## src/rtl/uart_pkg.sv

```systemverilog
// Shared UART receive definitions.
// Holds the FSM state type, frame defaults and the mid-bit sample point.
package uart_pkg;

  localparam int OVERSAMPLE_DEF = 16;
  localparam int DATA_BITS_DEF  = 8;
  localparam int MID_SAMPLE     = OVERSAMPLE_DEF / 2 - 1;

  typedef enum logic [2:0] {
    IDLE,
    START,
    DATA,
    STOP,
    WAIT_HIGH
  } rx_state_t;

  // Tick index at which the start bit is re-checked mid-period.
  function automatic int mid_sample(input int os);
    return os / 2 - 1;
  endfunction

endpackage

```

## src/rtl/uart_sync2.sv

```systemverilog
// Two-flop synchronizer for the asynchronous serial line.
// Both flops reset high so an idle line never looks like a start bit.
module uart_sync2 (
  input  logic clk,
  input  logic rst,
  input  logic d,
  output logic q
);

  logic meta;

  always_ff @(posedge clk or posedge rst) begin
    if (rst) begin
      meta <= 1'b1;
      q    <= 1'b1;
    end else begin
      meta <= d;
      q    <= meta;
    end
  end

endmodule

```

## src/rtl/uart_rx_ctrl.sv

```systemverilog
// UART receiver: oversampled start/data/stop framing with a
// one-entry output holding register, frame error and overrun pulses.
module uart_rx_ctrl
  import uart_pkg::*;
#(
  parameter int OVERSAMPLE = OVERSAMPLE_DEF,
  parameter int DATA_BITS  = DATA_BITS_DEF
) (
  input  logic                 clk,
  input  logic                 rst,
  input  logic                 tick_16x,
  input  logic                 rxd,
  output logic [DATA_BITS-1:0] data_out,
  output logic                 data_valid,
  input  logic                 data_ready,
  output logic                 frame_err,
  output logic                 overrun,
  output logic                 busy
);

  localparam int CW = $clog2(OVERSAMPLE);
  localparam int BW = $clog2(DATA_BITS + 1);

  localparam logic [CW-1:0] MID =
    CW'(mid_sample(OVERSAMPLE));
  localparam logic [CW-1:0] LAST =
    CW'(OVERSAMPLE - 1);
  localparam logic [BW-1:0] LAST_BIT =
    BW'(DATA_BITS - 1);

  logic rxd_s;

  rx_state_t            state, state_nx;
  logic [CW-1:0]        cnt, cnt_nx;
  logic [BW-1:0]        bit_idx, bit_nx;
  logic [DATA_BITS-1:0] sr, sr_nx;
  logic                 deliver;
  logic                 ferr_set;

  uart_sync2 u_sync (
    .clk (clk),
    .rst (rst),
    .d   (rxd),
    .q   (rxd_s)
  );

  always_ff @(posedge clk or posedge rst) begin
    if (rst) begin
      state   <= IDLE;
      cnt     <= '0;
      bit_idx <= '0;
      sr      <= '0;
    end else begin
      state   <= state_nx;
      cnt     <= cnt_nx;
      bit_idx <= bit_nx;
      sr      <= sr_nx;
    end
  end

  always_comb begin
    state_nx = state;
    cnt_nx   = cnt;
    bit_nx   = bit_idx;
    sr_nx    = sr;
    deliver  = 1'b0;
    ferr_set = 1'b0;
    unique case (state)
      IDLE: begin
        if (tick_16x && !rxd_s) begin
          state_nx = START;
          cnt_nx   = '0;
        end
      end
      START: begin
        if (tick_16x) begin
          if (cnt == MID) begin
            cnt_nx   = '0;
            bit_nx   = '0;
            state_nx = rxd_s ? IDLE : DATA;
          end else begin
            cnt_nx = cnt + 1'b1;
          end
        end
      end
      DATA: begin
        if (tick_16x) begin
          if (cnt == LAST) begin
            // LSB arrives first, so shift in from the top
            sr_nx  = DATA_BITS'({rxd_s, sr} >> 1);
            cnt_nx = '0;
            bit_nx = bit_idx + 1'b1;
            if (bit_idx == LAST_BIT)
              state_nx = STOP;
          end else begin
            cnt_nx = cnt + 1'b1;
          end
        end
      end
      STOP: begin
        if (tick_16x) begin
          if (cnt == LAST) begin
            cnt_nx = '0;
            if (rxd_s) begin
              deliver  = 1'b1;
              state_nx = IDLE;
            end else begin
              ferr_set = 1'b1;
              state_nx = WAIT_HIGH;
            end
          end else begin
            cnt_nx = cnt + 1'b1;
          end
        end
      end
      WAIT_HIGH: begin
        if (rxd_s)
          state_nx = IDLE;
      end
      default: state_nx = IDLE;
    endcase
  end

  // Holding register: a handshake in the delivery cycle frees the slot
  always_ff @(posedge clk or posedge rst) begin
    if (rst) begin
      data_out   <= '0;
      data_valid <= 1'b0;
      frame_err  <= 1'b0;
      overrun    <= 1'b0;
    end else begin
      frame_err <= ferr_set;
      overrun   <= 1'b0;
      if (deliver) begin
        if (!data_valid || data_ready) begin
          data_out   <= sr;
          data_valid <= 1'b1;
        end else begin
          overrun <= 1'b1;
        end
      end else if (data_ready) begin
        data_valid <= 1'b0;
      end
    end
  end

  assign busy = (state != IDLE);

endmodule
```

## config.mk

```make
export PLATFORM = sky130hd
export DESIGN_NAME = uart_rx_ctrl
export DESIGN_NICKNAME = d
export VERILOG_FILES = /design/src/rtl/uart_pkg.sv /design/src/rtl/uart_sync2.sv /design/src/rtl/uart_rx_ctrl.sv
export SDC_FILE = /design/constraint.sdc
export NUM_CORES = 1
export LEC_CHECK = 0
export BUFFER_PORTS_ARGS = -buffer_cell sky130_fd_sc_hd__buf_2
export CAP_MARGIN = 0
export CORE_MARGIN = 1
export CORE_UTILIZATION = 40
export DETAILED_ROUTE_END_ITERATION = 10
export HOLD_SLACK_MARGIN = 0.08
export PLACE_DENSITY = 0.55
export SLEW_MARGIN = 20
export SYNTH_ARGS = -nofsm -noshare
export SYNTH_HDL_FRONTEND = slang
export SYNTH_SLANG_ARGS = --single-unit
```

## constraint.sdc

```tcl
create_clock -name clk -period 2.6 [get_ports clk]
set_input_delay 0.52 -clock clk [delete_from_list [all_inputs] [get_ports clk]]
set_output_delay 0.52 -clock clk [all_outputs]
set_load 0.05 [all_outputs]
```

; Yosys cells after proc, flatten, opt, wreduce, memory -nomap -nowiden
; Index checks and enable logic that the tools add are counted.
[word_totals]
wordCells = 82
register_bits = 32
in_bits = 5
out_inout_bits = 12
[op_classes]
muxes = 36
addsub = 2
eq_ne = 18
reduce_logical = 16
[ops]
columns = cell, count
row1 = $mux W4, 9
row2 = $mux W3, 10
row3 = $ne A2 B2 Y1 const B, 8
row4 = $pmux W3 S5, 1
row5 = $mux W1, 13
row6 = $pmux W4 S3, 1
row7 = $reduce_and A9 Y1, 1
row8 = $add A4 B1 Y4 const B, 2
row9 = $eq A4 B3 Y1 const B, 2
row10 = $pmux W4 S2, 1
row11 = $eq A3 B2 Y1 const B, 2
row12 = $ne A2 B1 Y1 const B, 3
row13 = $reduce_bool A3 Y1, 2
row14 = $reduce_and A5 Y1, 1
row15 = $eq A4 B4 Y1 const B, 1
row16 = $reduce_and A2 Y1, 2
row17 = $reduce_and A4 Y1, 1
row18 = $reduce_bool A2 Y1, 2
row19 = $eq A3 B1 Y1 const B, 1
row20 = $eq A3 B3 Y1 const B, 1
row21 = $logic_not A3 Y1, 1
row22 = $reduce_and A3 Y1, 1
row23 = $logic_not A1 Y1, 2
row24 = $mux W2, 1
row25 = 3 further kinds, 3

; Depth between registers and ports, before layout
[depth]
ltp_word = 6
ltp_mapped = 6
ltp_nobuf = 5

; By module
; Synthesis repeated with hierarchy kept, for this count alone.
[unflattened]
hier_cells = 122
area_unflattened_um2 = 1488.9
[by_module_without_submodules]
columns = mod, area_per_inst_um2, cells_per_inst, instances, seq_area_each_um2
row1 = uart_rx_ctrl, 1432.6, 119, 1, 750.7
row2 = uart_sync2, 56.3, 3, 1, 52.6

; Worst setup path before layout
; OpenSTA, ideal clock, no wires.
[synth_path]
kind = reg2out
start = register state[1]
end = output busy
slack_ps = 959
path_buffers = 1
required_ps = 2080
arrival_time_ps = 1121
stages_incl_launch_ff = 3
cell_sequence = dfrtp_1 -> buf_2 -> or3_1
[synth_between]
elab_chain_len = 1
[synth_rtl]
columns = item, line_no
row1 = from (decl), uart_rx_ctrl.sv:33  ; rx_state_t state, state_nx;
row2 = from (signal assigned), uart_rx_ctrl.sv:54  ; state <= state_nx;
row3 = $reduce_bool A3 Y1, uart_rx_ctrl.sv:147  ; assign busy = (state != IDLE);
row4 = to (decl), uart_rx_ctrl.sv:18  ; output logic busy
; Every way passes these cells.

; Worst setup path in the final report
; Ends and elaborated chain as after synthesis.

==> flow_summary.yaml <==
run_status:
  run_status: "finished clean"
drt:
  post_drt_wl_per_cell_um: 13.2
  wl_mm: 2.46
  detailedRoute.firstPassIterationCount: 4
  drc: 0
  vias: 962
  drtIter0Drc: 37
  post_drt_via_cell_ratio: 5.17
  ant_nets: 0
sta:
  timing_worst_slew_pin_value_ns: 0.628
  report.final.slew_viol_count: 0
  fin_crit_sh: 0.741
  timing.setup.tns_ns: 0
  setup-violations-final: 0
  final_critical_path_setup_slack_ns: 0.674
  max_slew_margin: 0.581
  grt_setup_unrepaired: "false"
  hold_viol_final: 0
  final.setup_skew_ns: 0.00315
  max_clock_freq_mhz: 519
  final_period_minus_worst_setup_slack_ns: 1.93
floorplanning:
  die_width_um: 62.7
  design.core.area_sq_um: 3440
  design.portCount: 17
  initial_core_util: 0.428
  fp-row-count: 21
  die_extent_in_y_um: 62.7
  fp.dieArea_sq_um: 3930
logic_synthesis:
  ys_ff_latch: 32
  most_used_dff_post_synth: "dfrtp_1"
  post_synth_xor_area_fraction: 0.00594
  synth_edf_count: 0
  dominant_cell_by_count_in_the_synthesized_netlist: "dfrtp_1"
  post_synth_num_cell_types: 38
  area_fraction_in_compound_gates_after_synthesis: 0.0917
  syn_area_sq_um: 1470
  yosys_warnings: 0
  synth-simple-area-share: 0.149
  synth_fp_nets: 127
  synth_area_leader_cell: "dfrtp_1"
  yosys-mux-area-fraction: 0.144
  ys_seq_area_frac: 0.545
  synth_top_cells_by_count: "30 x dfrtp_1, 18 x mux2_2, 10 x nand2_1, 7 x inv_1, 5 x o21ai_0"
  synth.top_cell.area_share: 0.509
  synth_async_sr_flop_share: 1.00
  synth_top_family_by_area: "simple AND/OR/NAND/NOR gates"
  synth_adder_area_share: 0.0170
  synth_area_per_inst_sq_um: 12.3
  cell_count_after_synthesis: 120
  synth_area_leaders: "dfrtp_1 51%, mux2_2 14%, dfstp_2 3.6%"
place:
  hpwl_mm: 1.71
  buffer_ports.inserted: 16
  dp_slack_ns: 0.788
  dp_cells: 178
  postPlaceCellArea_sq_um: 1580
  place_congestion: 0.771
critical_path:
  timing_worst_setup_path_type: "reg2out"
  endpoint_kind: "output port"
  arrival_ns: 1.41
  cp.required_ns: 2.08
  path_max_fanout: 14
  worst_setup_path_start_kind: "flop"
layout:
  share_of_final_layout_standard_cells_stronger_than_drive_strength_1: 0.371
  fillCellCount: 325
  area_delta_synth_final_pct: 15.4
  final_net_count: 146
  stdcell_count: 186
  final_design_area_no_fill_sq_um: 1700
  fin_util: 0.494
  antenna_cells: 0
run:
  maximum_capacitance_violations: 0
grt:
  first_global_vias: 889
  total_global_routing_track_utilization: 0.140
  grt_max_degree: 18
  grt_first_pass_wirelength_mm: 4.22
  grt_antenna_before_repair: 0
  grt.overflow.total: 0
clock_network:
  tritoncts.num_buffers: 5
  post-cts-setup-buffers: 0
  htreeDepth: 2
  worstSkewPairLatency_ns: 0.28
  cts_max_path_buffers: 2
  clockRootBuffer: "clkbuf_8"
  postCtsHoldBufs: 0
  cts_resized: 0
  clock_tree_from_tritoncts: "done"
  cts_sinks: 32
  worst_setup_hold_path_clk_slew_ns: 0.06
worst_hold_path:
  min_path_type: "in2async"
power:
  ir_drop_uv: 311
  pwr_density_cell_nw_per_um2: 853
  static-leakage-power_nw: 0.846
## cell families after synthesis
kind of cell,count (synthesis)
and+or+nand+nor,34
buffers and inverters,12
adders and majority gates,2
AOI/OAI and AO/OA,20
muxes,19
DFF,32
xor gates and xnor gates,1
## state kept, by name (all words and copies together), names as in the netlist
register	cells
bit_idx	4
overrun	1
u_sync.q	1
sr	8
state	3
data_valid	1
data_out	8
u_sync.meta	1
frame_err	1
cnt	4
## path summary, 6_finish.rpt
| path | start | endpoint | slack, ns | cells after the start |
|---|---|---|---|---|
| min in group clk | rxd | u_sync.meta$_DFF_PP1_ | 0.34 | 1 |
| worst min-delay path | rst | data_out[4]$_DFFE_PP0P_ | 0.31 | 2 |
| worst max register to register | state[1]$_DFFE_PP0P_ | sr[3]$_DFFE_PP0P_ | 0.78 | 3 |
| max in group asynchronous | rst | u_sync.q$_DFF_PP1_ | 1.56 | 3 |
| worst max-delay path | state[1]$_DFFE_PP0P_ | busy | 0.67 | 2 |
| worst min register to register | u_sync.meta$_DFF_PP1_ | u_sync.q$_DFF_PP1_ | 0.36 | 0 |
## layout make-up
cell class / instances / area [sq um] / area share
Sequential cell: 32 / 803 / 0.472
Multi-Input combinational cell: 76 / 601 / 0.353
Clock buffer: 7 / 96.3 / 0.0566
Timing Repair Buffer: 17 / 87.6 / 0.0515
Tap cell: 46 / 57.6 / 0.0338
Clock inverter: 1 / 30.0 / 0.0176
Inverter: 7 / 26.3 / 0.0154
## per-layer routing
layer / global-route usage / up-vias / routed length, um
met4: 0.0756 / 0 / 43
li1: - / 468 / -
met1: 0.204 / 473 / 1300
met3: 0.0401 / 4 / 75
met5: 0 / - / 0
met2: 0.183 / 17 / 1040
## where the power goes
group | internal [mW] | total [mW] | switching, mW
Clock | 0.338 | 0.512 | 0.174
Sequential | 0.553 | 0.652 | 0.0992
Combinational | 0.137 | 0.287 | 0.150
## worst max-delay path, stage by stage (launching register included)
cell     delay, ns
dfrtp_1       0.52
or3_1         0.39
buf_2         0.22
## placed cells by master (no fill, tap or decap), types with 2 or more instances in the layout
| cell | n |
|---|---|
| dfstp_2 | 2 |
| nand2_1 | 10 |
| nand3b_1 | 2 |
| mux2_2 | 18 |
| nand3_1 | 2 |
| o31ai_1 | 2 |
| clkbuf_8 | 7 |
| o221ai_1 | 2 |
| ha_1 | 2 |
| a31oi_1 | 2 |
| nor2_1 | 4 |
| o22ai_1 | 2 |
| dfrtp_1 | 30 |
| buf_2 | 16 |
| or3_1 | 2 |
| o21ai_0 | 5 |
| and3_1 | 3 |
| inv_1 | 7 |
## through the flow
stage	power [mW]	hold WS [ns]
2_1_floorplan	0.889	0.345
3_3_place_gp	0.932	0.350
3_5_place_dp	0.947	0.347
4_1_cts	1.46	0.334
5_1_grt	1.54	0.322
6_report	1.45	0.315
Note: power is estimated with default switching activity, not from simulation.
